<file path="src/rtl/mem_arbiter.sv">
// mem_arbiter: round-robin front end that lets two client blocks share the
// single-port 64x4 mem array. The winner's command is latched, held on the
// mem pins for ACC_CYC cycles, and completion is reported with a one-cycle
// done pulse plus a registered read-data word per requester.
//
// Optional feature macro: MEM_ARB_LOCK_EN
//   When defined, r0_lock/r1_lock inputs let the current owner keep the
//   memory across back-to-back requests; otherwise pure round-robin.
//
// state  | meaning
// IDLE   | memory idle, arbitrating between r0_req and r1_req
// ACCESS | mem_e high, latched command on the pins, counting the window
// DONE   | winner's done pulse, read data already registered
module mem_arbiter #(
    parameter int AW      = 6,
    parameter int DW      = 4,
    parameter int ACC_CYC = 1
) (
    input  logic          clk,
    input  logic          rst_n,
`ifdef MEM_ARB_LOCK_EN
    input  logic          r0_lock,
    input  logic          r1_lock,
`endif
    input  logic          r0_req,
    input  logic          r0_rw,
    input  logic [AW-1:0] r0_a,
    input  logic [DW-1:0] r0_di,
    output logic          r0_gnt,
    output logic          r0_done,
    output logic [DW-1:0] r0_rd,
    input  logic          r1_req,
    input  logic          r1_rw,
    input  logic [AW-1:0] r1_a,
    input  logic [DW-1:0] r1_di,
    output logic          r1_gnt,
    output logic          r1_done,
    output logic [DW-1:0] r1_rd,
    output logic          mem_e,
    output logic          mem_rw,
    output logic [AW-1:0] mem_a,
    output logic [DW-1:0] mem_di,
    input  logic [DW-1:0] mem_d
);

    typedef enum logic [1:0] {IDLE, ACCESS, DONE} state_t;

    localparam logic [3:0] CNT_LOAD = 4'(ACC_CYC - 1);

    state_t        state_q, state_d;
    logic          last_q;
    logic          win_q;
    logic          cmd_rw_q;
    logic [AW-1:0] cmd_a_q;
    logic [DW-1:0] cmd_di_q;
    logic [3:0]    cnt_q;
    logic [DW-1:0] rd0_q, rd1_q;
    logic          take;
    logic          pick;

`ifdef MEM_ARB_LOCK_EN
    logic lock_q;
    logic win_lock;
    assign win_lock = win_q ? r1_lock : r0_lock;
`endif

    // Arbitration: a tie goes to the requester that did not win last time,
    // or to the locked owner while a lock is held.
    always_comb begin
        take = 1'b0;
        pick = 1'b0;
        if (r0_req && r1_req) begin
            take = 1'b1;
            pick = ~last_q;
`ifdef MEM_ARB_LOCK_EN
            if (lock_q) pick = win_q;
`endif
        end else if (r0_req) begin
            take = 1'b1;
            pick = 1'b0;
        end else if (r1_req) begin
            take = 1'b1;
            pick = 1'b1;
        end
    end

    // State register.
    always_ff @(posedge clk or negedge rst_n) begin
        if (!rst_n) state_q <= IDLE;
        else        state_q <= state_d;
    end

    // Next-state logic.
    always_comb begin
        state_d = state_q;
        case (state_q)
            IDLE:    if (take) state_d = ACCESS;
            ACCESS:  if (cnt_q == 4'd0) state_d = DONE;
            DONE:    state_d = IDLE;
            default: state_d = IDLE;
        endcase
    end

    // Command latch, window counter, read capture and priority bookkeeping.
    always_ff @(posedge clk or negedge rst_n) begin
        if (!rst_n) begin
            last_q   <= 1'b1;
            win_q    <= 1'b0;
            cmd_rw_q <= 1'b1;
            cmd_a_q  <= '0;
            cmd_di_q <= '0;
            cnt_q    <= '0;
            rd0_q    <= '0;
            rd1_q    <= '0;
`ifdef MEM_ARB_LOCK_EN
            lock_q   <= 1'b0;
`endif
        end else begin
            case (state_q)
                IDLE: begin
                    if (take) begin
                        win_q    <= pick;
                        cmd_rw_q <= pick ? r1_rw : r0_rw;
                        cmd_a_q  <= pick ? r1_a  : r0_a;
                        cmd_di_q <= pick ? r1_di : r0_di;
                        cnt_q    <= CNT_LOAD;
`ifdef MEM_ARB_LOCK_EN
                        if (lock_q && (pick != win_q)) lock_q <= 1'b0;
`endif
                    end
                end
                ACCESS: begin
                    if (cnt_q != 4'd0) begin
                        cnt_q <= cnt_q - 4'd1;
                    end else begin
                        if (cmd_rw_q) begin
                            if (win_q) rd1_q <= mem_d;
                            else       rd0_q <= mem_d;
                        end
`ifdef MEM_ARB_LOCK_EN
                        if (win_lock) begin
                            lock_q <= 1'b1;
                        end else begin
                            lock_q <= 1'b0;
                            last_q <= win_q;
                        end
`else
                        last_q <= win_q;
`endif
                    end
                end
                default: ;
            endcase
        end
    end

    // Outputs decoded from the state; mem_rw parks at read outside ACCESS.
    always_comb begin
        mem_e   = (state_q == ACCESS);
        mem_rw  = (state_q == ACCESS) ? cmd_rw_q : 1'b1;
        r0_gnt  = (state_q != IDLE) && !win_q;
        r1_gnt  = (state_q != IDLE) &&  win_q;
        r0_done = (state_q == DONE) && !win_q;
        r1_done = (state_q == DONE) &&  win_q;
    end

    assign mem_a  = cmd_a_q;
    assign mem_di = cmd_di_q;
    assign r0_rd  = rd0_q;
    assign r1_rd  = rd1_q;

endmodule

</file>
<file path="config.mk">
export PLATFORM = sky130hd
export DESIGN_NAME = mem_arbiter
export DESIGN_NICKNAME = d
export VERILOG_FILES = /design/src/rtl/mem_arbiter.sv
export SDC_FILE = /design/constraint.sdc
export NUM_CORES = 1
export LEC_CHECK = 0
export CORE_ASPECT_RATIO = 0.75
export CORE_UTILIZATION = 55
export DETAILED_ROUTE_END_ITERATION = 10
export DONT_BUFFER_PORTS = 1
export PLACE_DENSITY = 0.66
export SLEW_MARGIN = 15
export SYNTH_ARGS = -nofsm -noshare
export SYNTH_HDL_FRONTEND = slang
export SYNTH_SLANG_ARGS = --single-unit
</file>
<file path="constraint.sdc">
create_clock -name clk -period 2.8 [get_ports clk]
set_clock_uncertainty 0.2 [all_clocks]
set_input_delay 0 -clock clk [delete_from_list [all_inputs] [get_ports clk]]
set_output_delay 0 -clock clk [all_outputs]
set_load 0.01 [all_outputs]
</file>
==> impl_metrics.env <==
export IMPL_outcome="finished with violations"
export IMPL_violations="DRC"
export IMPL_grt_pass1_vias=950
export IMPL_synth_adder_area_share_pct=1.932
export IMPL_post_synth_instance_area_mm2=0.001295
export IMPL_cp_arrival_ns=2.43
export IMPL_synth_cells=96
export IMPL_max_clock_path_buffers=2
export IMPL_setup_tns_ns=0
export IMPL_path_class="reg2reg"
export IMPL_p_leak_nw=0.7430
export IMPL_yosysWarnings=0
export IMPL_utilization_pct=81.07
export IMPL_core_mm2=0.002102
export IMPL_crit_chain="a21bo_2 > mux2_2 > dlygate4sd3_1 > mux2_2"
export IMPL_clk_pin_slew_ns=0.15
export IMPL_fmax_mhz=415.7
export IMPL_numCtsBuffers=3
export IMPL_critPathTopFamily="multiplexers"
export IMPL_synth_top_family_by_area="multiplexers"
export IMPL_final_max_slew_violation_count=0
export IMPL_num_rows=14
export IMPL_num_vias=899
export IMPL_detail_route_wl_per_cell_um=17.86
export IMPL_power_density_mw_per_mm2=878.0
export IMPL_yosys_register_bits=27
export IMPL_syn_nets=128
export IMPL_grt_pass1_wl_um=4595
export IMPL_antenna_cells=0
export IMPL_ys_types=27
export IMPL_first_pass_iters=7
export IMPL_htreeDepth=1
export IMPL_drv_cap=0
export IMPL_track_usage_pct=24.66
export IMPL_worstHoldPathType="in2reg"
export IMPL_hold_viol=0
export IMPL_antenna_left=0
export IMPL_synth_simple_area_share_pct=10.24
export IMPL_clk_latency_ns=0.33
export IMPL_synthMuxAreaShare_pct=29.66
export IMPL_cts_tree="built"
export IMPL_critical_path_most_common_cell="mux2_2"
export IMPL_grt_max_degree=26
export IMPL_max_slew_margin_pct=63.57
export IMPL_synth_yosys_seq_area_share_pct=52.37
export IMPL_drive_gt1_share_pct=34.85
export IMPL_io_pins=54
export IMPL_wl_um=2786
export IMPL_worstSetupStartpointType="flop"
export IMPL_critPathBufInv=1
export IMPL_grt_overflow_total=0
export IMPL_gp_congestion=0.7274
export IMPL_drc=4
export IMPL_io_buffers=0
export IMPL_crit_fanout=12
export IMPL_final_nets=165
export IMPL_fin_crit_sh_pct=85.92
export IMPL_min_period_ns=2.406
export IMPL_start_util_pct=61.61
export IMPL_synth_compound_area_share_pct=4.541
export IMPL_die_h_um=44.03
export IMPL_antenna_found_initial=0
export IMPL_drtIter0Drc=59
export IMPL_cts_sinks=27
export IMPL_rsz0062_at_grt="false"
export IMPL_cp_end_kind="flop"
export IMPL_setup_viol=0
export IMPL_required_ns=2.82
export IMPL_cp_slowest_cell="dlygate4sd3_1"
export IMPL_ir_drop_mv=0.5748
export IMPL_cts_root_buf="clkbuf_4"
export IMPL_cts_resized=0
export IMPL_slowest_delay_ns=0.57
export IMPL_tightest_slew_ns=0.5422
export IMPL_dieArea_mm2=0.002555
export IMPL_die_width_um=58.03
export IMPL_via_per_inst=5.763
export IMPL_area_growth_pct=31.59
export IMPL_yosys_area_share_xor_xnor_pct=0
export IMPL_hpwl_um=1663
export IMPL_avgSynthCellArea_um2=13.49
registers in the layout (all words and copies together), names as in the netlist, 2 cells and up:
| name | cells |
|---|---|
| mem_a | 6 |
| mem_di | 4 |
| r0_rd | 4 |
| r1_rd | 4 |
| cnt_q | 4 |
| state_q | 2 |
cell families (layout without fill, tap and decap cells):
kind of cell | Yosys count | after routing
compound gates | 9 | 9
fa+ha+maj | 2 | 2
mux | 33 | 33
buf+inv | 4 | 40
simple gates | 21 | 21
flops | 27 | 27
placed cells by master, fill, tap and decap left out, drive strengths merged, types with 2 or more instances in the layout:
master	instances
dlygate4sd3	31
mux2	31
dfrtp	25
nor2	5
o21ai	5
clkbuf	3
buf	3
inv	2
nand2b	2
nor3b	2
nand2	2
nor3	2
mux2i	2
ha	2
dfstp	2
worst reg2reg max path: cells and delay by family (launching register included):
| kind | cells | cell delay, ns |
|---|---|---|
| flops | 1 | 0.56 |
| mux | 2 | 0.65 |
| compound gates | 1 | 0.33 |
| buf+inv | 1 | 0.57 |
cell type report:
type / instances / area [µm²]
sequential: 27 / 678.2
multi-input combinational: 65 / 600.6
fill: 128 / 397.9
timing repair buffer: 34 / 357.8
tap: 24 / 30.03
clock buffer: 3 / 22.52
clock inverter: 1 / 7.507
inverter: 2 / 7.507
metal layers:
metal,global-route usage (%),part of all wire [%]
met5,0,0
met4,1.429,0
met3,8.772,6.8
met2,42.07,51
met1,32.42,42
repair_timing:
item,4_1_cts,5_1_grt
endpoints found under the hold margin,52,0
buffers inserted,0,0
hold buffers,33,0
Yosys cell counts:
cell type	count	share of area (%)
mux2_2	27	23
dfrtp_1	25	48
nor2_1	5	1.4
o21ai_0	5	1.9
mux2_4	4	4.6
dfstp_2	2	4.1
ha_1	2	1.9
inv_1	2	0.58
mux2i_1	2	1.5
nand2_1	2	0.58
nand2b_1	2	0.97
nor3_1	2	0.77
nor3b_1	2	1.2
a21bo_2	1	0.77
a31o_2	1	0.68
and2_1	1	0.48
and3b_2	1	0.77
buf_2	1	0.39
clkbuf_1	1	0.29
nand3b_1	1	0.58
nor2b_1	1	0.48
o22ai_1	1	0.48
o2bb2ai_1	1	0.68
or2_2	1	0.48
or3b_4	1	0.87
or4_1	1	0.58
or4b_4	1	1.1
power by group:
part / internal, mW / leakage (nW) / switching [mW]
logic: 0.338 / 0.403 / 0.215
registers: 0.569 / 0.326 / 0.203
clock network: 0.0546 / 0.0139 / 0.117
total: 0.962 / 0.743 / 0.534
path summary, 6_finish.rpt:
kind                       cells past startpoint                     to            startpoint  slack [ns]
max in group asynchronous                      4   r0_rd[0]$_DFFE_PN0P_                 rst_n        1.71
min reg2reg                                    1   cnt_q[3]$_DFFE_PN0P_  cnt_q[3]$_DFFE_PN0P_        0.29
min                                            2   r0_rd[1]$_DFFE_PN0P_              mem_d[1]        0.17
max reg2reg                                    4  mem_di[3]$_DFFE_PN0P_    last_q$_DFFE_PN1P_        0.39
min in group asynchronous                      4   r1_rd[0]$_DFFE_PN0P_                 rst_n        0.54
max                                            4  mem_di[3]$_DFFE_PN0P_    last_q$_DFFE_PN1P_        0.39
per-stage QoR:
| step | total power, mW | instances | worst slack, ns | hold slack, ns | cell area [µm²] |
|---|---|---|---|---|---|
| finish | 1.496 | 156 | 0.3943 | 0.1669 | 1704 |
| global placement | 1.223 | 119 | 0.7318 | -0.4950 | 1324 |
| CTS | 1.494 | 156 | 0.4356 | 0.1603 | 1704 |
| detailed placement | 1.245 | 119 | 0.6923 | -0.4951 | 1324 |
| floorplan | 1.144 | 96 | 0.7905 | -0.4956 | 1295 |
| global route | 1.590 | 156 | 0.3341 | 0.1610 | 1704 |
(Power assumes the default switching activity.)
